## config.mk

```make
export PLATFORM = sky130hd
export DESIGN_NAME = alu_seq_ctrl_flat
export DESIGN_NICKNAME = d
export VERILOG_FILES = /design/src/rtl/alu_seq_ctrl_pkg.sv /design/src/rtl/alu_seq_ctrl_if.sv /design/src/rtl/alu_seq_ctrl.sv /design/src/flat_wrapper.sv
export SDC_FILE = /design/constraint.sdc
export NUM_CORES = 1
export LEC_CHECK = 0
export ABC_CLOCK_PERIOD_IN_PS = 1850
export CORE_MARGIN = 2
export CORE_UTILIZATION = 46
export DETAILED_ROUTE_END_ITERATION = 12
export PLACE_DENSITY = 0.8
export SLEW_MARGIN = 5
export SYNTH_ARGS = -nofsm -noshare
export SYNTH_HDL_FRONTEND = slang
export SYNTH_SLANG_ARGS = --single-unit
```

## constraint.sdc

```tcl
create_clock -name clock -period 1.85 [get_ports clock]
set_input_delay 0.37 -clock clock [delete_from_list [all_inputs] [get_ports clock]]
set_output_delay 0.37 -clock clock [all_outputs]
set_load 0.02 [all_outputs]
```

## src/rtl/alu_seq_ctrl_pkg.sv

```systemverilog
// alu_seq_ctrl_pkg
//   Shared definitions for the ALU sequencing controller and its neighbours.
//   The ALU opcodes are shared with alu_mod. The flag bit positions apply to
//   flags_in, alu_flags and flags_out. The FSM state encoding is exported so
//   that checkers can decode the state debug output.
package alu_seq_ctrl_pkg;

    // ALU opcodes (same numbering as alu_mod)
    localparam logic [2:0] OP_ADD = 3'd0;
    localparam logic [2:0] OP_ADC = 3'd1;
    localparam logic [2:0] OP_SUB = 3'd2;
    localparam logic [2:0] OP_SBC = 3'd3;
    localparam logic [2:0] OP_AND = 3'd4;
    localparam logic [2:0] OP_XOR = 3'd5;
    localparam logic [2:0] OP_OR  = 3'd6;
    localparam logic [2:0] OP_CP  = 3'd7;

    // Flag vector layout {Z,N,H,C}
    localparam int FLAG_Z = 3;
    localparam int FLAG_N = 2;
    localparam int FLAG_H = 1;
    localparam int FLAG_C = 0;

    typedef logic [3:0] flags_t;

    typedef enum logic [2:0] {
        ST_IDLE    = 3'd0,
        ST_EXEC_LO = 3'd1,
        ST_CAP_LO  = 3'd2,
        ST_EXEC_HI = 3'd3,
        ST_CAP_HI  = 3'd4,
        ST_FIN     = 3'd5,
        ST_ERR     = 3'd6
    } state_t;

    // Only ADD and SUB have a 16-bit form (low byte, then ADC/SBC high byte).
    function automatic logic wide_legal(input logic [2:0] op);
        return (op == OP_ADD) || (op == OP_SUB);
    endfunction

endpackage

```

## src/rtl/alu_seq_ctrl_if.sv

```systemverilog
// alu_seq_ctrl_if
//   Bundles the request side and the external ALU side of alu_seq_ctrl.
//   slave  : the controller itself.
//   master : the requester, plus the external registered ALU.
//
//   Handshake: the requester raises start with op/wide/opa/opb/flags_in
//   valid. The request is taken on the first rising edge where the
//   controller is idle (busy=0). While busy=1, start is ignored and nothing
//   is queued. Completion is a single-cycle done pulse. result and flags_out
//   are valid from that cycle until the next accepted start. err pulses
//   together with done when a wide request names an opcode other than
//   ADD/SUB.
interface alu_seq_ctrl_if;
    import alu_seq_ctrl_pkg::*;

    // request side
    logic        start;
    logic [2:0]  op;
    logic        wide;
    logic [15:0] opa;
    logic [15:0] opb;
    flags_t      flags_in;
    logic        busy;
    logic        done;
    logic        err;
    logic [15:0] result;
    flags_t      flags_out;

    // external ALU side
    logic [7:0]  alu_a;
    logic [7:0]  alu_b;
    logic [2:0]  alu_op;
    logic        alu_c;
    logic [7:0]  alu_out;
    flags_t      alu_flags;

    modport slave (
        input  start, op, wide, opa, opb, flags_in, alu_out, alu_flags,
        output busy, done, err, result, flags_out, alu_a, alu_b, alu_op, alu_c
    );

    modport master (
        output start, op, wide, opa, opb, flags_in, alu_out, alu_flags,
        input  busy, done, err, result, flags_out, alu_a, alu_b, alu_op, alu_c
    );

endinterface

```

## src/rtl/alu_seq_ctrl.sv

```systemverilog
// alu_seq_ctrl
//   Sequences 8-bit and 16-bit (ADD/SUB only) operations through an external
//   registered 8-bit ALU. A 16-bit operation runs two ALU passes: the low
//   byte, then the high byte using ADC/SBC with the low-byte carry.
//
//   Ports:
//     clock     : system clock; all state updates happen on its rising edge.
//     reset_n   : synchronous, active-low reset.
//     bus       : alu_seq_ctrl_if.slave (request/response and ALU signals).
//     state_dbg : current FSM state, for observation only.
//
//   Timing, counted in cycles after the edge that samples start:
//     narrow op : done in cycle 3.
//     wide op   : done in cycle 5.
//     illegal   : done/err in cycle 1.
//   All outputs are registered. The ALU operands are loaded on the edge that
//   enters an EXEC state and are held at all other times.
module alu_seq_ctrl
    import alu_seq_ctrl_pkg::*;
(
    input  logic          clock,
    input  logic          reset_n,
    alu_seq_ctrl_if.slave bus,
    output state_t        state_dbg
);

    state_t      state;
    logic [2:0]  op_q;
    logic        wide_q;
    logic [7:0]  opa_hi_q;
    logic [7:0]  opb_hi_q;
    logic        z_in_q;     // incoming Z, preserved by wide ADD
    logic [7:0]  lo_q;       // low-byte result of a wide op

    logic        busy_r;
    logic        done_r;
    logic        err_r;
    logic [15:0] result_r;
    flags_t      flags_r;
    logic [7:0]  alu_a_r;
    logic [7:0]  alu_b_r;
    logic [2:0]  alu_op_r;
    logic        alu_c_r;

    always_ff @(posedge clock) begin
        if (!reset_n) begin
            state    <= ST_IDLE;
            op_q     <= 3'd0;
            wide_q   <= 1'b0;
            opa_hi_q <= 8'h00;
            opb_hi_q <= 8'h00;
            z_in_q   <= 1'b0;
            lo_q     <= 8'h00;
            busy_r   <= 1'b0;
            done_r   <= 1'b0;
            err_r    <= 1'b0;
            result_r <= 16'h0000;
            flags_r  <= 4'h0;
            alu_a_r  <= 8'h00;
            alu_b_r  <= 8'h00;
            alu_op_r <= 3'd0;
            alu_c_r  <= 1'b0;
        end else begin
            done_r <= 1'b0;
            err_r  <= 1'b0;
            case (state)
                ST_IDLE: begin
                    if (bus.start) begin
                        op_q     <= bus.op;
                        wide_q   <= bus.wide;
                        opa_hi_q <= bus.opa[15:8];
                        opb_hi_q <= bus.opb[15:8];
                        z_in_q   <= bus.flags_in[FLAG_Z];
                        busy_r   <= 1'b1;
                        if (bus.wide && !wide_legal(bus.op)) begin
                            // No ALU pass; the ALU outputs stay untouched.
                            state  <= ST_ERR;
                            done_r <= 1'b1;
                            err_r  <= 1'b1;
                        end else begin
                            // Loaded here so they are valid throughout EXEC_LO.
                            state    <= ST_EXEC_LO;
                            alu_a_r  <= bus.opa[7:0];
                            alu_b_r  <= bus.opb[7:0];
                            alu_op_r <= bus.op;
                            alu_c_r  <= bus.flags_in[FLAG_C];
                        end
                    end
                end
                ST_EXEC_LO: state <= ST_CAP_LO;
                ST_CAP_LO: begin
                    if (wide_q) begin
                        lo_q     <= bus.alu_out;
                        state    <= ST_EXEC_HI;
                        alu_a_r  <= opa_hi_q;
                        alu_b_r  <= opb_hi_q;
                        alu_op_r <= (op_q == OP_ADD) ? OP_ADC : OP_SBC;
                        alu_c_r  <= bus.alu_flags[FLAG_C];
                    end else begin
                        // Narrow result is published on entry to FIN.
                        state    <= ST_FIN;
                        done_r   <= 1'b1;
                        result_r <= {8'h00, bus.alu_out};
                        flags_r  <= bus.alu_flags;
                    end
                end
                ST_EXEC_HI: state <= ST_CAP_HI;
                ST_CAP_HI: begin
                    state    <= ST_FIN;
                    done_r   <= 1'b1;
                    result_r <= {bus.alu_out, lo_q};
                    // H/N/C come from the high byte. ADD keeps the incoming Z.
                    // SUB computes Z over all 16 bits.
                    flags_r  <= {(op_q == OP_ADD) ? z_in_q
                                                  : ((lo_q == 8'h00) && (bus.alu_out == 8'h00)),
                                 bus.alu_flags[FLAG_N],
                                 bus.alu_flags[FLAG_H],
                                 bus.alu_flags[FLAG_C]};
                end
                ST_FIN, ST_ERR: begin
                    state  <= ST_IDLE;
                    busy_r <= 1'b0;
                end
                default: begin
                    state  <= ST_IDLE;
                    busy_r <= 1'b0;
                end
            endcase
        end
    end

    assign bus.busy      = busy_r;
    assign bus.done      = done_r;
    assign bus.err       = err_r;
    assign bus.result    = result_r;
    assign bus.flags_out = flags_r;
    assign bus.alu_a     = alu_a_r;
    assign bus.alu_b     = alu_b_r;
    assign bus.alu_op    = alu_op_r;
    assign bus.alu_c     = alu_c_r;
    assign state_dbg     = state;

endmodule

```

## src/flat_wrapper.sv

```systemverilog
// flat-port wrapper written by rule: the top's interface ports become plain ports
module alu_seq_ctrl_flat import alu_seq_ctrl_pkg::*;
  (clock, reset_n, state_dbg, bus_start, bus_op, bus_wide, bus_opa, bus_opb, bus_flags_in, bus_alu_out, bus_alu_flags, bus_busy, bus_done, bus_err, bus_result, bus_flags_out, bus_alu_a, bus_alu_b, bus_alu_op, bus_alu_c);
  alu_seq_ctrl_if bus_i ();
  input  logic clock;
  input  logic reset_n;
  output state_t state_dbg;
  input wire logic [$bits(bus_i.start)-1:0] bus_start;
  input wire logic [$bits(bus_i.op)-1:0] bus_op;
  input wire logic [$bits(bus_i.wide)-1:0] bus_wide;
  input wire logic [$bits(bus_i.opa)-1:0] bus_opa;
  input wire logic [$bits(bus_i.opb)-1:0] bus_opb;
  input wire logic [$bits(bus_i.flags_in)-1:0] bus_flags_in;
  input wire logic [$bits(bus_i.alu_out)-1:0] bus_alu_out;
  input wire logic [$bits(bus_i.alu_flags)-1:0] bus_alu_flags;
  output wire logic [$bits(bus_i.busy)-1:0] bus_busy;
  output wire logic [$bits(bus_i.done)-1:0] bus_done;
  output wire logic [$bits(bus_i.err)-1:0] bus_err;
  output wire logic [$bits(bus_i.result)-1:0] bus_result;
  output wire logic [$bits(bus_i.flags_out)-1:0] bus_flags_out;
  output wire logic [$bits(bus_i.alu_a)-1:0] bus_alu_a;
  output wire logic [$bits(bus_i.alu_b)-1:0] bus_alu_b;
  output wire logic [$bits(bus_i.alu_op)-1:0] bus_alu_op;
  output wire logic [$bits(bus_i.alu_c)-1:0] bus_alu_c;
  assign bus_i.start = bus_start;
  assign bus_i.op = bus_op;
  assign bus_i.wide = bus_wide;
  assign bus_i.opa = bus_opa;
  assign bus_i.opb = bus_opb;
  assign bus_i.flags_in = bus_flags_in;
  assign bus_i.alu_out = bus_alu_out;
  assign bus_i.alu_flags = bus_alu_flags;
  assign bus_busy = bus_i.busy;
  assign bus_done = bus_i.done;
  assign bus_err = bus_i.err;
  assign bus_result = bus_i.result;
  assign bus_flags_out = bus_i.flags_out;
  assign bus_alu_a = bus_i.alu_a;
  assign bus_alu_b = bus_i.alu_b;
  assign bus_alu_op = bus_i.alu_op;
  assign bus_alu_c = bus_i.alu_c;
  alu_seq_ctrl u_core (.clock(clock), .reset_n(reset_n), .bus(bus_i), .state_dbg(state_dbg));
endmodule
```

# Word level (Yosys, flattened, before mapping)

Cells that the tools add are included.

Word-level logic and storage cells: 76
Register bits: 75

Bitwise logic cells: 1
Equality and inequality tests: 9
Mux-type cells: 32
Reduce and logical (&&, ||, !) cells: 18

Operators with widths:

| operator                                      | count |
|---|---|
| 2-to-1 mux 8 bit                              | 6 |
| case mux 16 bit (2 select lines)              | 1 |
| case mux 8 bit (2 select lines)               | 2 |
| 2-to-1 mux 3 bit                              | 6 |
| logical NOT 8 bit                             | 2 |
| 2-to-1 mux 16 bit                             | 1 |
| case mux 3 bit (5 select lines)               | 1 |
| AND reduction 2 bit                           | 5 |
| == test 3 x 2 -> 1 bit, second input constant | 3 |
| logical NOT 3 bit                             | 3 |
| 2-to-1 mux 1 bit                              | 8 |
| case mux 4 bit (2 select lines)               | 1 |
| != test 2 bit, second input constant          | 3 |
| case mux 3 bit (2 select lines)               | 1 |
| 2-to-1 mux 4 bit                              | 1 |
| case mux 1 bit (2 select lines)               | 2 |
| AND reduction 4 bit                           | 1 |
| nonzero test 2 bit                            | 2 |
| OR reduction 4 bit                            | 1 |
| == test 3 x 1 -> 1 bit, second input constant | 1 |
| == test 3 bit, second input constant          | 1 |
| case mux 1 bit (3 select lines)               | 1 |
| logical AND 1 bit                             | 2 |
| 2-to-1 mux 2 bit                              | 1 |
| 4 further kinds                               | 4 |

# Longest topological paths before layout

Depth in word-level cells: 7
Mapped depth: 7

# Worst setup path before layout

Ideal clock, no wire load.

Kind: register to register
Start point: reg u_core.state[1] (netlist: u_core.state_dbg[1])
End point: reg u_core.alu_a_r[6] (netlist: u_core.bus.alu_a[6])
Period minus slack after synthesis: 1.770 ns
Setup time: 0.140 ns
Data required time: 1.710 ns
Data arrival time: 1.630 ns
Setup slack: 0.080 ns
Buffers on the path: 3
Cell stages (with the launch flop): 7
Cell sequence: dfxtp_1 buf_2 nor3b_1 buf_2 buf_4 mux2i_1 a211oi_2

Cells in the longest elaborated chain, start to end: 3
Elaborated cells between the ends (all ways): 8

RTL lines:

| item                                                               | line               | text |
|---|---|---|
| start: declaration                                                 | alu_seq_ctrl.sv:27 | `state_t state;` |
| start signal: assignment                                           | alu_seq_ctrl.sv:47 | `state <= ST_IDLE;` |
| start signal: assignment                                           | alu_seq_ctrl.sv:77 | `state <= ST_ERR;` |
| start signal: assignment                                           | alu_seq_ctrl.sv:82 | `state <= ST_EXEC_LO;` |
| == test 3 x 2 -> 1 bit / logical NOT 3 bit (equally long branches) | alu_seq_ctrl.sv:66 | `case (state)` |
| != test 2 x 1 -> 1 bit (no source line) (tied with other cells)    | n/a                |  |
| AND reduction 4 bit (no source line)                               | n/a                |  |
| end signal: assignment                                             | alu_seq_ctrl.sv:83 | `alu_a_r <= bus.opa[7:0];` |
| end signal: assignment                                             | alu_seq_ctrl.sv:95 | `alu_a_r <= opa_hi_q;` |
| end: declaration                                                   | alu_seq_ctrl.sv:40 | `logic [7:0] alu_a_r;` |

Parallel ways exist; a longest one is shown, timed or not.
A chain may end at the register's enable or synchronous reset.

# Worst setup path in the final report

Start point: in bus_start
End point: reg u_core.alu_a_r[5] (netlist: u_core.bus.alu_a[5])

Cells in the longest elaborated chain, start to end: 2

RTL lines:

| item                                 | line              | text |
|---|---|---|
| start: declaration                   | flat_wrapper.sv:8 | `input wire logic [$bits(bus_i.start)-1:0] bus_start;` |
| != test 2 bit (no source line)       | n/a               |  |
| AND reduction 4 bit (no source line) | n/a               |  |

Every way passes these cells.

==> metrics.cfg <==
[status]
outcome = complete, no violations

[setup_path]
required_ns = 2.12
cp_max_fo = 17
worst-path-buf-inv = 2
critical-path-top-delay-family = buffers and inverters
start_kind = primary input
cp_slowest_stage_delay_ns = 0.51
critPathKind = primary input to register
r2r_cells = 5
cp_num_cells = 6
crit_path_end_kind = register
cp_data_arrival_time_ns = 2.04
cp_slowest_cell = or4b_1
reg2reg_slack_ns = 0.14
cp_cell_sequence = clkdlybuf4s50_1, or4b_1, o21ai_4, buf_12, nor2_1, a211oi_2

[drt]
post_drt_wl_per_cell_um = 14.8
firstDrtPassIters = 4
drtIter0Drc = 142
ant_nets = 0
viasPerCell = 5.27
vias = 2847
wl_um = 7970
route.detailed.drc = 0

[synthesis]
ys_seq_elements = 75
syn_nets = 396
synth_edf_count = 0
ys.warnings.count = 0
ys_types = 37
syn_area_per_cell_sq_um = 8.99
synthTopCellsByArea = dfxtp_1 49%, nand2_1 8.3%, mux2i_1 8.2%
synth-async-reset-ratio = 0
yosysTopAreaCellShare = 0.490
seq_area_frac_synth = 0.490
synthCells = 341
netlist_area_sq_mm = 0.00306
ys.flop_type = dfxtp_1
netlist.top_cell.by_area = dfxtp_1

[cts]
cts_buffer_depth = 2
cts_tree = built
root_buffer = clkbuf_8
cts_max_level = 3
clock-sinks = 75
cts_buffers = 9
cts_setup_buffers = 0
clk_pin_slew_worst_paths_ns = 0.08
clk_latency_ns = 0.35

[placed_design]
dp_worst_setup_slack_ns = -0.285
placed_area_sq_mm = 0.00432
gp_congestion = 0.825
portBuffers = 98
hpwl_um = 5620

[global_routing]
grt_max_degree = 37
track_usage = 0.222
grt-ovfl-total = 0
grt_pass1_vias = 2701
grt_pass1_wl_um = 13000
antenna_found_initial = 0

[floorplan]
coreArea_sq_mm = 0.00639
io_pins = 101
rows = 29
die-area_sq_mm = 0.00733
die_w_um = 85.6
dieHeight_um = 85.6
start_util = 0.480

[finish]
mostFrequentLayoutCells = 95 x clkdlybuf4s50_1, 75 x dfxtp_1, 68 x nand2_1, 39 x a21oi_1, 37 x nor2_1
diodes = 0
area_growth_pct = 48.5
layout_commonest_cell = clkdlybuf4s50_1
nets = 513
finish.instance_area_sq_mm = 0.00455
drive_gt1_frac = 0.158
num-fill-cells = 493
multi_input_area_sq_mm = 0.00144
regArea_sq_mm = 0.00150

[sta]
max_slew_margin = 0.674
final.period_utilization = 0.956
drv_slew = 0
holdWs_ns = 0.459
fin_setup_tns_ns = 0
hold_viol = 0
worstMarginPinSlew_ns = 0.489
worst_clock_skew_ns = 0.00521
rsz0062_at_grt = false
final.setup.worst_slack_ns = 0.0808
post-route-min-period_ns = 1.77
report.final.setup_viol = 0
fmax_mhz = 565

[pwr]
powerDensity_mw_per_mm2 = 1090
ir_worst_vdd_uv = 664
p_leak_uw = 0.00165

[worst_hold_path]
hold_class = register to register
hold_depth = 2

[flow_run]
drv_cap = 0

-- Yosys cell counts, types with 2 or more instances --
cell       instances
clkbuf_1          16
buf_6              2
nor2_1            38
a22oi_1            8
dfxtp_1           75
nor3b_1            2
mux2i_1           25
nor3_1             3
o21ai_0            2
inv_1              2
a211oi_1          14
a2111oi_0          2
a21oi_1           39
buf_2              6
a211oi_2          12
buf_4              3
o211ai_1           2
nor4_1             4
nand2_1           68
-- flip-flops by register name (all words and copies together), names as in the netlist, 4 cells and up --
register,count
u_core.bus.alu_a,8
u_core.bus.alu_b,8
u_core.bus.flags_out,4
u_core.bus.result,16
u_core.lo_q,8
u_core.opa_hi_q,8
u_core.opb_hi_q,8
-- through the flow --
stage               power, uW  utilization  cells
finish                   4950        0.712    540
global route             5210        0.712    540
CTS                      4960        0.707    539
detailed placement       3690        0.676    523
global placement         3640        0.676    523
floorplan                2950            -    341
-- power by group --
part           total, uW  internal, uW  switching [uW]
registers           1980          1840             137
logic               1690           826             867
clock network       1280           659             619
total               4950          3330            1620
-- layout make-up --
cell class | count | share of cell area
Sequential cell | 75 | 0.330
Multi-Input combinational cell | 236 | 0.317
Timing Repair Buffer | 133 | 0.285
Clock buffer | 10 | 0.0303
Tap cell | 77 | 0.0212
Clock inverter | 6 | 0.0140
Inverter | 3 | 0.00248
-- tightest hold or removal path, delay by kind of cell, from the launching register on --
family,cells,cell delay [ns]
flip-flops,1,0.32
AND/OR/NAND/NOR,1,0.05
AO/OA/AOI/OAI,1,0.05
-- logic make-up after synthesis --
group	count (synthesis)	share of synthesized area
multiplexers	26	0.0853
flip-flops	75	0.490
AND/OR/NAND/NOR	124	0.174
AO/OA/AOI/OAI	86	0.203
buffers and inverters	30	0.0478
-- metal layers --
metal | vias up | global-route usage | share of wire
met3 | 15 | 0.0510 | 0.053
li1 | 1431 | - | -
met4 | 0 | 0.0909 | 0.019
met2 | 84 | 0.346 | 0.48
met5 | - | 0 | 0
met1 | 1317 | 0.299 | 0.45
-- path summary, 6_finish.rpt --
kind | end | startpoint
setup / recovery | u_core.bus.alu_a[5]$_SDFFE_PN0P_ | bus_start
hold / removal | u_core.bus.flags_out[2]$_SDFFE_PN0P_ | u_core.bus.flags_out[2]$_SDFFE_PN0P_
setup reg to reg | u_core.bus.alu_a[5]$_SDFFE_PN0P_ | u_core.state_dbg[0]$_SDFFE_PN0P_
hold reg to reg | u_core.bus.flags_out[2]$_SDFFE_PN0P_ | u_core.bus.flags_out[2]$_SDFFE_PN0P_
-- timing repair --
action                                  4_1_cts  5_1_grt
gates cloned                                  0        1
gates resized for setup                       3        2
endpoints found under the setup margin        3       11
hold buffers                                  0        0
pin swaps                                     0        1
Power figures use the tool's default switching activity.
==> variant 1, RTL diff (same flow settings) <==
Put one more register stage on the output `state_dbg`, without a reset. The value now appears one clock later. The other outputs are not delayed to match.
--- a/src/rtl/alu_seq_ctrl.sv
+++ b/src/rtl/alu_seq_ctrl.sv
@@ -139,5 +139,7 @@
     assign bus.alu_op    = alu_op_r;
     assign bus.alu_c     = alu_c_r;
-    assign state_dbg     = state;
+    always_ff @(posedge clock) begin
+        state_dbg <= state;
+    end
 
 endmodule
Function: changed (Yosys sat finds a counterexample within 4 cycles, from zero or initial values and one cycle with reset_n low).
==> variant 1 against the original RTL <==
- worst setup slack worse by 6.3 ps
- die area rose by 1.9%
- sequential cell count grew 3
- synthesized area is 2.0% higher
- design area is 1.4% higher
- largest cell class unchanged
- wire length grew 1.4%
- critical endpoint is now u_core.bus.alu_c
- total power rose by 2.8%
==> variant 1: results (changes against the original RTL) <==
run_status:
  status: "completed"
finish:
  drive_gt1_frac: 0.1548  # -0.002829
  post-route-util: 0.6904  # -0.02193
  nets: 515  # +0.39%
  largest_reg_flops: 16  # unchanged
synthesis:
  synth_common_cells: "dfxtp_1 (78), nand2_1 (68), a21oi_1 (39)"
  syn_nets: 399  # +0.76%
  async_reset_ff_frac: 0  # unchanged
  ys_seq_area_frac: 0.4998  # +0.009804
  ys_types: 37  # unchanged
  synth_area_leaders: "dfxtp_1 (50%), nand2_1 (8.2%), mux2i_1 (8.0%), a21oi_1 (6.2%), a211oi_2 (4.8%)"
  yosys.area.top_type: "dfxtp_1"
place:
  place_area_um2: 4374  # +1.3%
  routabilityCongestion: 0.8282  # +0.40%
  dpl.hpwl_mm: 5.593  # -0.45%
  dp_slack_ps: -349.6  # -64.69 ps
routing:
  dr.first_iter.drc_count: 162  # +14%
  num_vias: 2872  # +0.88%
  wl_per_cell_um: 14.84  # +0.50%
sta:
  fin_tns_setup_ps: 0  # unchanged
  worstMarginPinSlew_ps: 638.1  # +149.3 ps
  fin_skew_ps: 13.27  # +8.058 ps
setup_path:
  cp_max_fo: 18  # +1
  r2r-start: "u_core.state[1]"
  critPathLaunch: "bus_start"
clock_tree:
  clkTransAtPathRegs_ps: 80  # about the same
  root_buffer: "clkbuf_8"
  clk_path_buf_depth: 2  # unchanged
global_routing:
  grt_pass1_vias: 2773  # +2.7%
  grt_use_total: 0.2127  # -0.009802
  antenna_found_initial: 0  # unchanged
  grt_pass1_wl_mm: 12.72  # -1.8%
min_path:
  min_from: "u_core.opa_hi_q[0]"
pwr:
  power.leakage_uw: 0.001658  # +0.21%
  vdd_drop_max_v: 0.0006859  # +3.4%
variant 1: changes by cell type after synthesis, sizes merged:
cell / change
dfxtp: +3
variant 1: cell families after synthesis:
group / Yosys count / synth area share
mux: 26 / 0.08370
compound gates: 86 / 0.1990
buf+inv: 30 / 0.04686
simple gates: 124 / 0.1706
flops: 78 / 0.4998
variant 1: cell type report:
class / count / area [um^2]
clock inverter: 7 / 80.08
multi-input combinational: 236 / 1445
clock buffer: 9 / 123.9
inverter: 3 / 11.26
tap: 80 / 100.1
timing repair buffer: 132 / 1291
sequential: 78 / 1562
fill: 502 / 2068
variant 1: worst paths after layout:
kind / depth (start not counted) / to / slack, ps
min reg2reg: 2 / u_core.opa_hi_q[0] / 450
max: 6 / u_core.bus.alu_c / 70
min: 2 / u_core.opa_hi_q[0] / 450
max reg2reg: 5 / u_core.bus.alu_c / 100
variant 1: report_power, final:
part / switching (uW) / total, uW / internal (uW)
clock network: 679 / 1320 / 637
registers: 136 / 2050 / 1920
logic: 877 / 1720 / 840
variant 1: through the flow:
stage / power (uW) / instances
global placement: 3732 / 528
finish: 5086 / 545
floorplan: 3034 / 344
detailed placement: 3774 / 528
CTS: 5069 / 544
global route: 5346 / 545
variant 1: per-layer routing:
| layer | up-vias | track usage | share of wire |
|---|---|---|---|
| li1 | 1440 | - | - |
| met1 | 1344 | 0.2732 | 0.45 |
| met2 | 81 | 0.3497 | 0.48 |
| met3 | 7 | 0.07048 | 0.060 |
| met4 | 0 | 0.04688 | 0.0066 |
| met5 | - | 0 | 0 |
variant 1: worst max-delay path, cell delays in order:
cell and delay (ps):
clkdlybuf4s50_1 500, or4b_4 490, o21ai_4 220, buf_12 190, nor2_1 50, a211oi_1 210
variant 1: timing repair:
action	CTS	global route
resized for setup	0	3
setup endpoints to repair	0	9
setup buffers	0	0
==> variant 2, RTL diff (same flow settings) <==
Made on the original files. Reset style: asynchronous (`reset_n`), changed in one clocked block. Comments in the files are not updated.
--- a/src/rtl/alu_seq_ctrl.sv
+++ b/src/rtl/alu_seq_ctrl.sv
@@ -43,5 +43,5 @@
     logic        alu_c_r;
 
-    always_ff @(posedge clock) begin
+    always_ff @(posedge clock or negedge reset_n) begin
         if (!reset_n) begin
             state    <= ST_IDLE;
Behaviour: differs if reset_n is asserted again (counterexample within 4 cycles, from zero or initial values and one cycle with reset_n low); with reset_n held inactive, the same outputs for 10 cycles.
==> variant 2 against the original RTL <==
- wire length down 11%
- largest cell class unchanged
- clock skew up 0.78 ps
- highest routed layer unchanged
- worst setup slack better by 78 ps
- critical path depth down 5
- sequential cell count unchanged
- design area down 0.96%
- synthesized area up 3.1%
- critical endpoint is now bus_result[12]
Power is not compared: it rests on default switching activity, and its combinational part moved more than twofold at a synthesized area within 25%.
==> variant 2: results (changes against the original RTL) <==
run_status:
  status: "completed"
sta:
  fin_skew_ps: 5.992  # +0.7806 ps
  worstMarginPinSlew_ps: 380.6  # -108.3 ps
global_routing:
  grt_pass1_wl_mm: 11.84  # -8.6%
  grt_max_degree: 41  # +11%
  grt_pass1_vias: 2423  # -10%
finish:
  instances_no_fill: 467  # -14%
  nets: 437  # -15%
routing:
  firstDrtPassIters: 7  # +3
  dr.first_iter.drc_count: 85  # -40%
  met1_length_mm: 3.215  # -11%
  routed_via_density: 5.244  # -0.53%
  wl_met2_mm: 3.425  # -9.7%
  wl_met3_um: 406  # -3.1%
synthesis:
  syn_nets: 330  # -17%
  synth_common_cells: "dfrtp_1 (75), nand2_1 (49), mux2_1 (32)"
  ys_seq_area_frac: 0.5941  # +0.1041
  synth_area_leaders: "dfrtp_1 (59%), mux2_1 (11%), nand2_1 (5.8%), mux2i_1 (5.4%), o21ai_1 (3.8%)"
  synth_cells: 275  # -19%
setup_path:
  cp_slowest_cell: "clkdlybuf4s50_1"
  cpPeakStageDelay_ps: 630  # +120 ps
place:
  dpl.hpwl_mm: 5.116  # -9.0%
  dp_cells: 450  # -14%
  place_area_um2: 4307  # -0.26%
clock_tree:
  clock_latency_ps: 330  # -20 ps
min_path:
  hp-class: "primary input to asynchronous set/reset pin"
-- variant 2: final timing paths --
path,from,to,slack (ps),depth (start not counted)
hold reg to reg,u_core.bus.alu_b[2],u_core.bus.alu_b[2],480,2
min in group clock,u_core.bus.alu_b[2],u_core.bus.alu_b[2],480,2
max in group asynchronous,reset_n,u_core.bus.err,810,3
setup / recovery,u_core.bus.result[12],bus_result[12],160,1
setup reg to reg,u_core.state_dbg[1],u_core.lo_q[6],190,3
hold / removal,reset_n,u_core.bus.busy,470,2
-- variant 2: cell type report --
| cell class | count | area [um^2] |
|---|---|---|
| multi-input cells | 180 | 1200 |
| inverters | 3 | 11.26 |
| fillers | 527 | 2213 |
| clock buffers | 12 | 155.1 |
| clock inverters | 4 | 25.02 |
| well taps | 80 | 100.1 |
| flip-flops and latches | 75 | 1879 |
| repair buffers | 113 | 1135 |
-- variant 2: kinds of logic (layout without fill, tap and decap cells) --
logic type	after synthesis	after routing	synth area share
buffers and inverters	20	132	0.02852
and+or+nand+nor	88	88	0.1311
DFF	75	75	0.5941
muxes	50	50	0.1715
AOI/OAI and AO/OA	42	42	0.07485
-- variant 2: power breakdown --
| part | total, uW | switching, uW | leakage [uW] | internal [uW] |
|---|---|---|---|---|
| Clock | 1140 | 581 | 0.0000884 | 557 |
| Sequential | 2960 | 506 | 0.000901 | 2450 |
| Combinational | 3460 | 1740 | 0.000952 | 1720 |
-- variant 2: what timing repair did --
item	in CTS	in global routing
endpoints found under the setup margin	4	6
endpoints found under the hold margin	22	0
gates resized for setup	3	3
hold buffers	1	0
-- variant 2: metal layers --
metal,track usage,vias to the layer above
li1,-,1170
met1,0.2841,1204
met2,0.3137,71
met3,0.04739,4
met4,0.07813,0
met5,0,-
